--- config.mk ---
export PLATFORM = sky130hd
export DESIGN_NAME = pir_sensor_conditioner
export DESIGN_NICKNAME = d
export VERILOG_FILES = /design/src/rtl/pir_pkg.sv /design/src/rtl/pir_channel_filter.sv /design/src/rtl/pir_sensor_conditioner.sv
export SDC_FILE = /design/constraint.sdc
export NUM_CORES = 1
export LEC_CHECK = 0
export CAP_MARGIN = 20
export CORE_ASPECT_RATIO = 2
export CORE_UTILIZATION = 61
export CTS_BUF_LIST = sky130_fd_sc_hd__clkbuf_8 sky130_fd_sc_hd__clkbuf_16
export CTS_CLUSTER_DIAMETER = 60
export DETAILED_ROUTE_END_ITERATION = 12
export PLACE_DENSITY_LB_ADDON = 0.3
export SLEW_MARGIN = 20
export SYNTH_ARGS = -nofsm -noshare
export SYNTH_HDL_FRONTEND = slang
export SYNTH_SLANG_ARGS = --single-unit
--- constraint.sdc ---
create_clock -name clk -period 2.3 [get_ports clk]
set_clock_uncertainty 0.05 [all_clocks]
set_input_delay 0.23 -clock clk [delete_from_list [all_inputs] [get_ports clk]]
set_output_delay 0.23 -clock clk [all_outputs]
set_load 0.05 [all_outputs]
--- src/rtl/pir_pkg.sv ---
// pir_pkg: shared channel count and one-hot channel FSM state encoding for the PIR conditioner.
package pir_pkg;
  localparam int NUM_PIR = 3;
  typedef enum logic [3:0] {
    ST_IDLE   = 4'b0001,
    ST_QUAL   = 4'b0010,
    ST_ACTIVE = 4'b0100,
    ST_BLANK  = 4'b1000
  } pir_state_e;
endpackage

--- src/rtl/pir_channel_filter.sv ---
// pir_channel_filter: synchroniser, glitch qualifier, hold stretcher and blanking for one PIR line.
// Optional per-channel event counter when PIR_EVENT_COUNT_EN is defined.
module pir_channel_filter
  import pir_pkg::*;
#(
  parameter int SYNC_STAGES  = 2,
  parameter int QUAL_CYCLES  = 8,
  parameter int HOLD_CYCLES  = 20,
  parameter int BLANK_CYCLES = 16,
  parameter int CNT_W        = 8
) (
  input  logic             clk,
  input  logic             rst,
  input  logic             i_enable,
  input  logic             i_warm_done,
  input  logic             i_sensor_raw,
`ifdef PIR_EVENT_COUNT_EN
  input  logic             i_clear_counts,
  output logic [CNT_W-1:0] o_event_count,
`endif
  output logic             o_pir,
  output logic             o_pir_nxt
);
  localparam int QW = $clog2(QUAL_CYCLES + 1);
  localparam int HW = $clog2(HOLD_CYCLES + 1);
  localparam int BW = $clog2(BLANK_CYCLES + 1);
  logic [SYNC_STAGES-1:0] r_sync;
  pir_state_e r_state, w_state;
  logic [QW-1:0] r_qcnt, w_qcnt;
  logic [HW-1:0] r_hcnt, w_hcnt;
  logic [BW-1:0] r_bcnt, w_bcnt;
  logic r_pir;
  logic w_s;
  assign w_s       = r_sync[SYNC_STAGES-1];
  assign o_pir     = r_pir;
  assign o_pir_nxt = (w_state == ST_ACTIVE);
  always_comb begin
    w_state = r_state;
    w_qcnt  = r_qcnt;
    w_hcnt  = r_hcnt;
    w_bcnt  = r_bcnt;
    if (!i_enable) begin
      w_state = ST_IDLE;
      w_qcnt  = '0;
      w_hcnt  = '0;
      w_bcnt  = '0;
    end else begin
      case (r_state)
        ST_IDLE: if (i_warm_done && w_s) begin
          w_state = (QUAL_CYCLES == 1) ? ST_ACTIVE : ST_QUAL;
          w_qcnt  = (QUAL_CYCLES == 1) ? '0 : QW'(1);
          w_hcnt  = '0;
        end
        ST_QUAL: if (!w_s) begin
          w_state = ST_IDLE;
          w_qcnt  = '0;
        end else if (r_qcnt == QW'(QUAL_CYCLES - 1)) begin
          w_state = ST_ACTIVE;
          w_qcnt  = '0;
          w_hcnt  = '0;
        end else w_qcnt = r_qcnt + QW'(1);
        ST_ACTIVE: if (w_s) w_hcnt = '0;
        else if (r_hcnt == HW'(HOLD_CYCLES - 1)) begin
          w_state = ST_BLANK;
          w_hcnt  = '0;
          w_bcnt  = '0;
        end else w_hcnt = r_hcnt + HW'(1);
        ST_BLANK: if (r_bcnt == BW'(BLANK_CYCLES - 1)) begin
          w_state = ST_IDLE;
          w_bcnt  = '0;
        end else w_bcnt = r_bcnt + BW'(1);
        default: w_state = ST_IDLE;
      endcase
    end
  end
  always_ff @(posedge clk) begin
    if (rst) begin
      r_sync  <= '0;
      r_state <= ST_IDLE;
      r_qcnt  <= '0;
      r_hcnt  <= '0;
      r_bcnt  <= '0;
      r_pir   <= 1'b0;
    end else begin
      r_sync  <= {r_sync[SYNC_STAGES-2:0], i_sensor_raw};
      r_state <= w_state;
      r_qcnt  <= w_qcnt;
      r_hcnt  <= w_hcnt;
      r_bcnt  <= w_bcnt;
      r_pir   <= (w_state == ST_ACTIVE);
    end
  end
`ifdef PIR_EVENT_COUNT_EN
  logic [CNT_W-1:0] r_evt;
  logic w_enter;
  assign w_enter       = (w_state == ST_ACTIVE) && (r_state != ST_ACTIVE);
  assign o_event_count = r_evt;
  // Clear has priority over a same-cycle detection; the count saturates.
  always_ff @(posedge clk) begin
    if (rst || i_clear_counts) r_evt <= '0;
    else if (w_enter && (r_evt != '1)) r_evt <= r_evt + CNT_W'(1);
  end
`endif
endmodule

--- src/rtl/pir_sensor_conditioner.sv ---
// pir_sensor_conditioner: warm-up gating plus three independent PIR channel filters.
// Define PIR_EVENT_COUNT_EN to add clear_counts/event_count per-channel detection counters.
module pir_sensor_conditioner
  import pir_pkg::*;
#(
  parameter int SYNC_STAGES   = 2,
  parameter int WARMUP_CYCLES = 200,
  parameter int QUAL_CYCLES   = 8,
  parameter int HOLD_CYCLES   = 20,
  parameter int BLANK_CYCLES  = 16,
  parameter int CNT_W         = 8
) (
  input  logic                     clk,
  input  logic                     rst,
  input  logic                     enable,
  input  logic [NUM_PIR-1:0]       sensor_raw,
`ifdef PIR_EVENT_COUNT_EN
  input  logic                     clear_counts,
  output logic [NUM_PIR*CNT_W-1:0] event_count,
`endif
  output logic [NUM_PIR-1:0]       pir_out,
  output logic                     motion_any,
  output logic                     warm_done
);
  localparam int WW = $clog2(WARMUP_CYCLES + 1);
  logic [WW-1:0] r_warm_cnt;
  logic r_warm_done;
  logic r_motion_any;
  logic [NUM_PIR-1:0] w_pir_nxt;
  assign warm_done  = r_warm_done;
  assign motion_any = r_motion_any;
  always_ff @(posedge clk) begin
    if (rst || !enable) begin
      r_warm_cnt  <= '0;
      r_warm_done <= 1'b0;
    end else if (!r_warm_done) begin
      r_warm_cnt  <= r_warm_cnt + WW'(1);
      r_warm_done <= (r_warm_cnt == WW'(WARMUP_CYCLES - 1));
    end
  end
  // Built from the channels' next state so it switches on the same edge as pir_out.
  always_ff @(posedge clk) begin
    r_motion_any <= rst ? 1'b0 : |w_pir_nxt;
  end
  for (genvar g = 0; g < NUM_PIR; g++) begin : g_ch
    pir_channel_filter #(
      .SYNC_STAGES (SYNC_STAGES),
      .QUAL_CYCLES (QUAL_CYCLES),
      .HOLD_CYCLES (HOLD_CYCLES),
      .BLANK_CYCLES(BLANK_CYCLES),
      .CNT_W       (CNT_W)
    ) u_ch (
      .clk           (clk),
      .rst           (rst),
      .i_enable      (enable),
      .i_warm_done   (r_warm_done),
      .i_sensor_raw  (sensor_raw[g]),
`ifdef PIR_EVENT_COUNT_EN
      .i_clear_counts(clear_counts),
      .o_event_count (event_count[g*CNT_W +: CNT_W]),
`endif
      .o_pir         (pir_out[g]),
      .o_pir_nxt     (w_pir_nxt[g])
    );
  end
endmodule
==> summary.txt, run 1 <==
Timing
  – Slew Limit Headroom: 59.6%
  – Final hold violations: 0
  – F_max: 459 MHz
  – Unrepaired setup endpoints after global routing: no
  – Max Slew Vio Count: 0
  – Worst-margin pin slew: 0.602 ns
  – Final worst slack: 0.124 ns
  – Endpoints failing setup: 0
  – Minimum clock period: 2.18 ns
  – Final worst-path cycle share: 94.6%
  – Setup_tns: 0 ns

Layout
  – # diodes: 0
  – Nets: 439
  – Share of cells above drive strength 1: 6.78%
  – Final cell count without fillers: 488
  – Fill cell count: 470
  – Area Overhead vs Synth: 8.55%

Floorplan
  – Die Span X: 55.8 um
  – Die area: 6110 sq um
  – Die Y: 110 um
  – Io pins: 11
  – Initial Util: 63.9%
  – Core area: 5520 sq um
  – # rows: 38

Yosys
  – Sequential area share after synthesis: 41.4%
  – Avg Cell Area, Syn: 8.46 sq um
  – Mapped Cells: 417
  – EDFF count, synth: 0
  – Synthesis Warnings: 0
  – FF+latch count, synth: 73
  – Yosys cell types: 55
  – Mapped Area: 3530 sq um
  – Syn_nets: 433
  – Ys async rst share: 0%
  – Prevailing post-synth register cell: dfxtp_1

Clock tree
  – CTS Buffer Depth: 2
  – Clk sinks: 73
  – CTS clk-pin slew, worst paths: 0.07 ns
  – Cts bufs inserted: 9
  – H-Tree Depth: 3
  – CTS root buf: clkbuf_8
  – TritonCTS clock tree: built
  – Post-CTS Resized: 0
  – Later-pin clock latency in the skew report: 0.35 ns
  – Hold Buf Count CTS: 0
  – Postcts setup bufs: 0

Routing
  – Final wirelength: 6780 um
  – First-iteration detailed-routing DRC count: 142
  – Detail Route Antenna Nets: 0
  – Pre-Repair DR Iteration Count: 4
  – DR DRC count: 0
  – DR WL/cell: 13.9 um
  – Vias: 2979
  – Via density: 6.10

Worst hold path
  – Hold Crit Class: in2reg
  – Hold Path Depth: 2

Setup path
  – CP max stage cell: clkdlybuf4s50_1
  – Crit path largest cell delay: 0.90 ns
  – Kind of critical path: reg2out
  – Critical Path RT: 2.02 ns
  – Worst EP arrival: 1.90 ns
  – Crit path cell chain: clkdlybuf4s50_1
  – Crit-path leading delay family: buffers and inverters
  – Critical path depth: 1
  – Worst path bufs/invs: 1
  – Crit Path Max Fanout: 13
  – R2r worst-path depth: 4
  – Critical path capture point type: primary output
  – Type of element launching the critical path: flop

Global routing
  – Remaining Overflow, GRT: 0
  – Initial antenna violation count: 0
  – First-pass GRT wire length: 11600 um
  – Via count of the first global-routing pass: 2727
  – Tot GR Track Use: 24.1%
  – Pin count of the biggest net entering global routing: 49

Flow run
  – Max Cap Viol: 0

Power and ir drop
  – PwrDens: 595 nW/um^2
  – VDD IR max: 0.567 mV
  – Static Leak: 1.36 nW

Placed design
  – Routability cong.: 0.804
  – Port buffer count: 10
  – Cells after DPL: 472
  – Final HPWL DP: 4870 um
  – Place WS: 0.261 ns

Outcome
  – Status: complete, no violations
-- Yosys cell counts, drive strengths merged (2+ instances only) --
master,n,area [sq um]
dfxtp,73,1460
nor2,55,206
a21oi,40,200
nand3,24,120
o21ai,24,120
nand2,20,75.1
nor2b,14,87.6
or3,14,92.6
buf,11,70.1
inv,11,41.3
a22oi,10,75.1
clkbuf,10,37.5
ha,10,125
nor3,10,50.1
nor4b,9,97.6
a31oi,8,50.1
nand3b,8,60.1
nand2b,6,37.5
xor2,6,52.6
xnor2,5,43.8
and2,4,25.0
and3,4,25.0
o22a,4,35.0
or4b,4,43.8
mux2i,3,30.0
o211ai,3,22.5
o31ai,3,22.5
or3b,3,26.3
and4bb,2,25.0
nand4b,2,17.5
o32a,2,20.0
-- sequential cells by signal (all words and copies together), names as in the netlist --
name,cells
g_ch.u_ch.r_bcnt,15
g_ch.u_ch.r_hcnt,15
g_ch.u_ch.r_qcnt,12
g_ch.u_ch.r_state,12
r_warm_cnt,8
g_ch.u_ch.r_sync,6
g_ch.u_ch.o_pir,3
motion_any,1
warm_done,1
-- layout make-up --
cell class / count / area [sq um] / area share (%)
sequential: 73 / 1460 / 38.2
inverter: 11 / 41.3 / 1.08
clock inverter: 6 / 51.3 / 1.34
multi-input combinational: 312 / 1920 / 50.0
tap: 60 / 75.1 / 1.96
clock buffer: 10 / 138 / 3.60
timing repair buffer: 16 / 145 / 3.79
-- placed cells by master, fill, tap and decap left out, types with 3 or more instances in the layout --
cell and count:
buf_4 6, mux2i_1 3, clkdlybuf4s50_1 10, or3_1 13, nor3_1 10, nor2_1 55, nor2b_1 14, clkbuf_8 10
o21ai_0 24, and2_1 3, and3_1 4, o22a_1 4, a22oi_1 10, nand2b_1 6, inv_1 14, o211ai_1 3
nor4b_2 3, xor2_1 6, nand3b_1 8, a21oi_1 40, dfxtp_1 73, ha_1 10, a31oi_1 8, nand2_1 20
nand3_1 24, o31ai_1 3, xnor2_1 5, nor4b_1 6
-- stage by stage --
stage / hold WS [ns] / instance area (sq um) / util [%] / power, mW
3_3_place_gp: 0.366 / 3640 / 66.0 / 1.35
6_report: 0.384 / 3830 / 69.4 / 2.28
2_1_floorplan: 0.252 / 3530 / - / 1.33
4_1_cts: 0.373 / 3830 / 69.4 / 2.30
3_5_place_dp: 0.381 / 3640 / 66.0 / 1.35
5_1_grt: 0.381 / 3830 / 69.4 / 2.36
-- logic make-up after synthesis --
family	Yosys count	synth area share (%)
adders and majority gates	10	3.55
DFF	73	41.4
xor gates and xnor gates	11	2.73
and+or+nand+nor	185	29.6
buffers and inverters	32	4.22
AOI/OAI and AO/OA	103	17.6
muxes	3	0.852
-- per-layer routing --
layer	GRT usage, %	up-vias	share of wire, %
met5	0	-	0
met4	14.8	0	2.4
met3	4.24	14	2.2
met2	44.2	44	54
met1	25.1	1406	41
li1	-	1515	-
-- path summary, 6_finish.rpt --
kind | start | endpoint | slack, ns
setup / recovery | warm_done | warm_done | 0.12
hold / removal | sensor_raw[1] | g_ch[1].u_ch.r_sync[0] | 0.38
setup reg to reg | g_ch[2].u_ch.r_state[2] | g_ch[2].u_ch.r_hcnt[2] | 0.24
hold reg to reg | g_ch[1].u_ch.r_sync[0] | g_ch[1].u_ch.r_sync[1] | 0.40
-- power by group --
| group | leakage, nW | total, mW | switching [mW] | internal, mW |
|---|---|---|---|---|
| Sequential | 0.589 | 1.28 | 0.00581 | 1.27 |
| Combinational | 0.665 | 0.0424 | 0.0248 | 0.0176 |
| Clock | 0.110 | 0.958 | 0.443 | 0.515 |
No activity file was read; power rests on OpenSTA's default activity.
==> inputs of run 2 (changes only) <==
--- a/config.mk
+++ b/config.mk
@@ -12,6 +12,7 @@
 export CTS_CLUSTER_DIAMETER = 60
 export DETAILED_ROUTE_END_ITERATION = 12
 export PLACE_DENSITY_LB_ADDON = 0.3
+export REMOVE_ABC_BUFFERS = 1
 export SLEW_MARGIN = 20
 export SYNTH_ARGS = -nofsm -noshare
 export SYNTH_HDL_FRONTEND = slang
==> run 2 against run 1 <==
Critical path depth stayed put. Cell count is 0.20% higher. Clock power is 3.9% higher. Wire length is 5.3% higher. Via count is 2.5% higher. First-iteration DRC count is 30% lower. Critical path type unchanged. Hold slack worse by 0.017 ns. Fmax is 0.45% higher. Power is 1.6% higher. Global-route usage is 0.92 points higher. Die area stayed put.
==> summary.txt, run 2 (same netlist as run 1, synthesis figures left out) <==
Outcome
  – Status: complete, no violations (unchanged)

Placed design
  – Routability cong.: 0.891 (was 0.804)
  – Port buffer count: 10 (unchanged)
  – Final HPWL DP: 5000 um (was 4870 um)
  – Place WS: 0.210 ns (was 0.261 ns)
  – Area after DPL: 3650 sq um (was 3640 sq um)

Clock tree
  – CTS root buf: clkbuf_8 (unchanged)
  – Post-CTS Resized: 0 (unchanged)
  – Cts bufs inserted: 9 (unchanged)
  – CTS clk-pin slew, worst paths: 0.07 ns (about the same)
  – TritonCTS clock tree: built (unchanged)
  – Hold Buf Count CTS: 0 (unchanged)
  – H-Tree Depth: 3 (unchanged)
  – Later-pin clock latency in the skew report: 0.36 ns (was 0.35 ns)
  – CTS Buffer Depth: 2 (unchanged)
  – Clk sinks: 73 (unchanged)
  – Postcts setup bufs: 0 (unchanged)

Global routing
  – Tot GR Track Use: 25.0% (was 24.1%)
  – M3 GR Usage: 5.65% (was 4.24%)
  – Initial antenna violation count: 0 (unchanged)
  – GR Util met1: 23.8% (was 25.1%)
  – GR peak layer: met2 (unchanged)
  – Remaining Overflow, GRT: 0 (unchanged)
  – Pin count of the biggest net entering global routing: 49 (unchanged)
  – Routing usage on met2: 47.8% (was 44.2%)
  – Via count of the first global-routing pass: 2947 (was 2727)
  – First-pass GRT wire length: 12100 um (was 11600 um)

Floorplan
  – # rows: 38 (unchanged)
  – Die Span X: 55.8 um (unchanged)
  – Initial Util: 63.9% (unchanged)
  – Core area: 5520 sq um (unchanged)
  – Io pins: 11 (unchanged)
  – Die Y: 110 um (unchanged)
  – Die area: 6110 sq um (unchanged)

Power and ir drop
  – Cell Int Power: 1.81 mW (was 1.80 mW)
  – PwrDens: 602 nW/um^2 (was 595 nW/um^2)
  – Logic pwr share: 1.8% (was 1.9%)
  – VDD IR max: 0.811 mV (was 0.567 mV)
  – Clock Power Share: 43.0% (was 42.1%)
  – Static Leak: 1.36 nW (about the same)
  – P_sw: 0.504 mW (was 0.473 mW)
  – Net Sw Frac: 21.8% (was 20.8%)
  – Flop pwr share: 55.2% (was 56.1%)

Layout
  – Commonest non-fill, non-tap cell in the layout: dfxtp_1 (unchanged)
  – # diodes: 0 (unchanged)
  – Finished Cell Area: 3840 sq um (was 3830 sq um)
  – Area Overhead vs Synth: 9.01% (was 8.55%)
  – Largest regs: g_ch.u_ch.r_bcnt (15), g_ch.u_ch.r_hcnt (15) (unchanged)
  – Share of cells above drive strength 1: 7.93% (was 6.78%)
  – Most frequent cells in the layout: 73 x dfxtp_1, 55 x nor2_1, 40 x a21oi_1, 24 x nand3_1, 24 x o21ai_0 (unchanged)
  – Nets: 440 (was 439)

Timing
  – Minimum clock period: 2.17 ns (was 2.18 ns)
  – F_max: 462 MHz (was 459 MHz)
  – Final hold violations: 0 (unchanged)
  – Final worst-path cycle share: 94.2% (was 94.6%)
  – Endpoints failing setup: 0 (unchanged)
  – Setup_tns: 0 ns (unchanged)
  – Slew Limit Headroom: 57.9% (was 59.6%)
  – Worst-margin pin slew: 0.626 ns (was 0.602 ns)
  – Unrepaired setup endpoints after global routing: no (unchanged)
  – Final worst slack: 0.133 ns (was 0.124 ns)
  – Max Slew Vio Count: 0 (unchanged)

Routing
  – Detail Route Antenna Nets: 0 (unchanged)
  – DR DRC count: 0 (unchanged)
  – DR WL/cell: 14.6 um (was 13.9 um)
  – Vias: 3054 (was 2979)
  – First-iteration detailed-routing DRC count: 100 (was 142)
  – Final wirelength: 7140 um (was 6780 um)
  – Pre-Repair DR Iteration Count: 4 (unchanged)
  – Via density: 6.25 (was 6.10)

Setup path
  – Worst EP arrival: 1.89 ns (was 1.90 ns)
  – Kind of critical path: reg2out (unchanged)
  – Crit Path Max Fanout: 13 (unchanged)
  – Crit-path leading delay family: buffers and inverters (unchanged)
  – Critical Path RT: 2.02 ns (about the same)
  – Critical path capture point type: primary output (unchanged)
  – Crit path largest cell delay: 0.90 ns (about the same)
  – Type of element launching the critical path: flop (unchanged)
  – CP max stage cell: clkdlybuf4s50_1 (unchanged)
  – Worst path bufs/invs: 1 (unchanged)
  – Crit path cell chain: clkdlybuf4s50_1 (unchanged)

Worst hold path
  – Hold Crit Class: in2reg (unchanged)

Flow run
  – Max Cap Viol: 0 (unchanged)
## run 2: cell types whose count changed in the layout (fill, tap and decap cells not counted)
cell,before,now
clkinv_2,2,4
nand2b_2,0,1
clkinvlp_4,0,1
inv_1,14,11
nand2b_1,6,5
buf_4,6,7
## run 2: layer usage
metal	part of all wire (%)	up-vias
met5	0	-
met4	1.9	0
met3	3.1	14
met2	56	56
met1	39	1461
li1	-	1523
## run 2: power groups by stage
| stage | Clock, mW | Combinational [mW] | Sequential (mW) |
|---|---|---|---|
| 2_1_floorplan | 0 | 0.0224 | 1.30 |
| 3_3_place_gp | 0 | 0.0414 | 1.30 |
| 3_5_place_dp | 0 | 0.0421 | 1.31 |
| 4_1_cts | 1.01 | 0.0422 | 1.28 |
| 5_1_grt | 1.06 | 0.0468 | 1.28 |
| 6_report | 0.995 | 0.0418 | 1.28 |
## run 2: worst paths after layout
check	from	to	slack, ns	depth (start not counted)
worst min register to register	g_ch[2].u_ch.r_bcnt[4]	g_ch[2].u_ch.r_bcnt[4]	0.40	2
worst min-delay path	sensor_raw[2]	g_ch[2].u_ch.r_sync[0]	0.37	2
worst max register to register	g_ch[2].u_ch.r_state[3]	motion_any	0.21	5
worst max-delay path	warm_done	warm_done	0.13	1
## run 2: layout make-up
cell class,count,area (sq um)
Clock inverter,6,57.6
Clock buffer,10,138
Inverter,11,41.3
Sequential cell,73,1460
Timing Repair Buffer,17,153
Fill cell,453,1670
Tap cell,60,75.1
Multi-Input combinational cell,312,1920
## run 2: metrics by stage
stage / power (mW) / utilization [%] / cells / hold slack (ns)
final: 2.31 / 69.7 / 489 / 0.367
after floorplan: 1.33 / - / 396 / 0.252
after global placement: 1.35 / 66.2 / 473 / 0.379
after detailed placement: 1.35 / 66.2 / 473 / 0.389
after CTS: 2.32 / 69.7 / 489 / 0.358
after global routing: 2.38 / 69.7 / 489 / 0.380
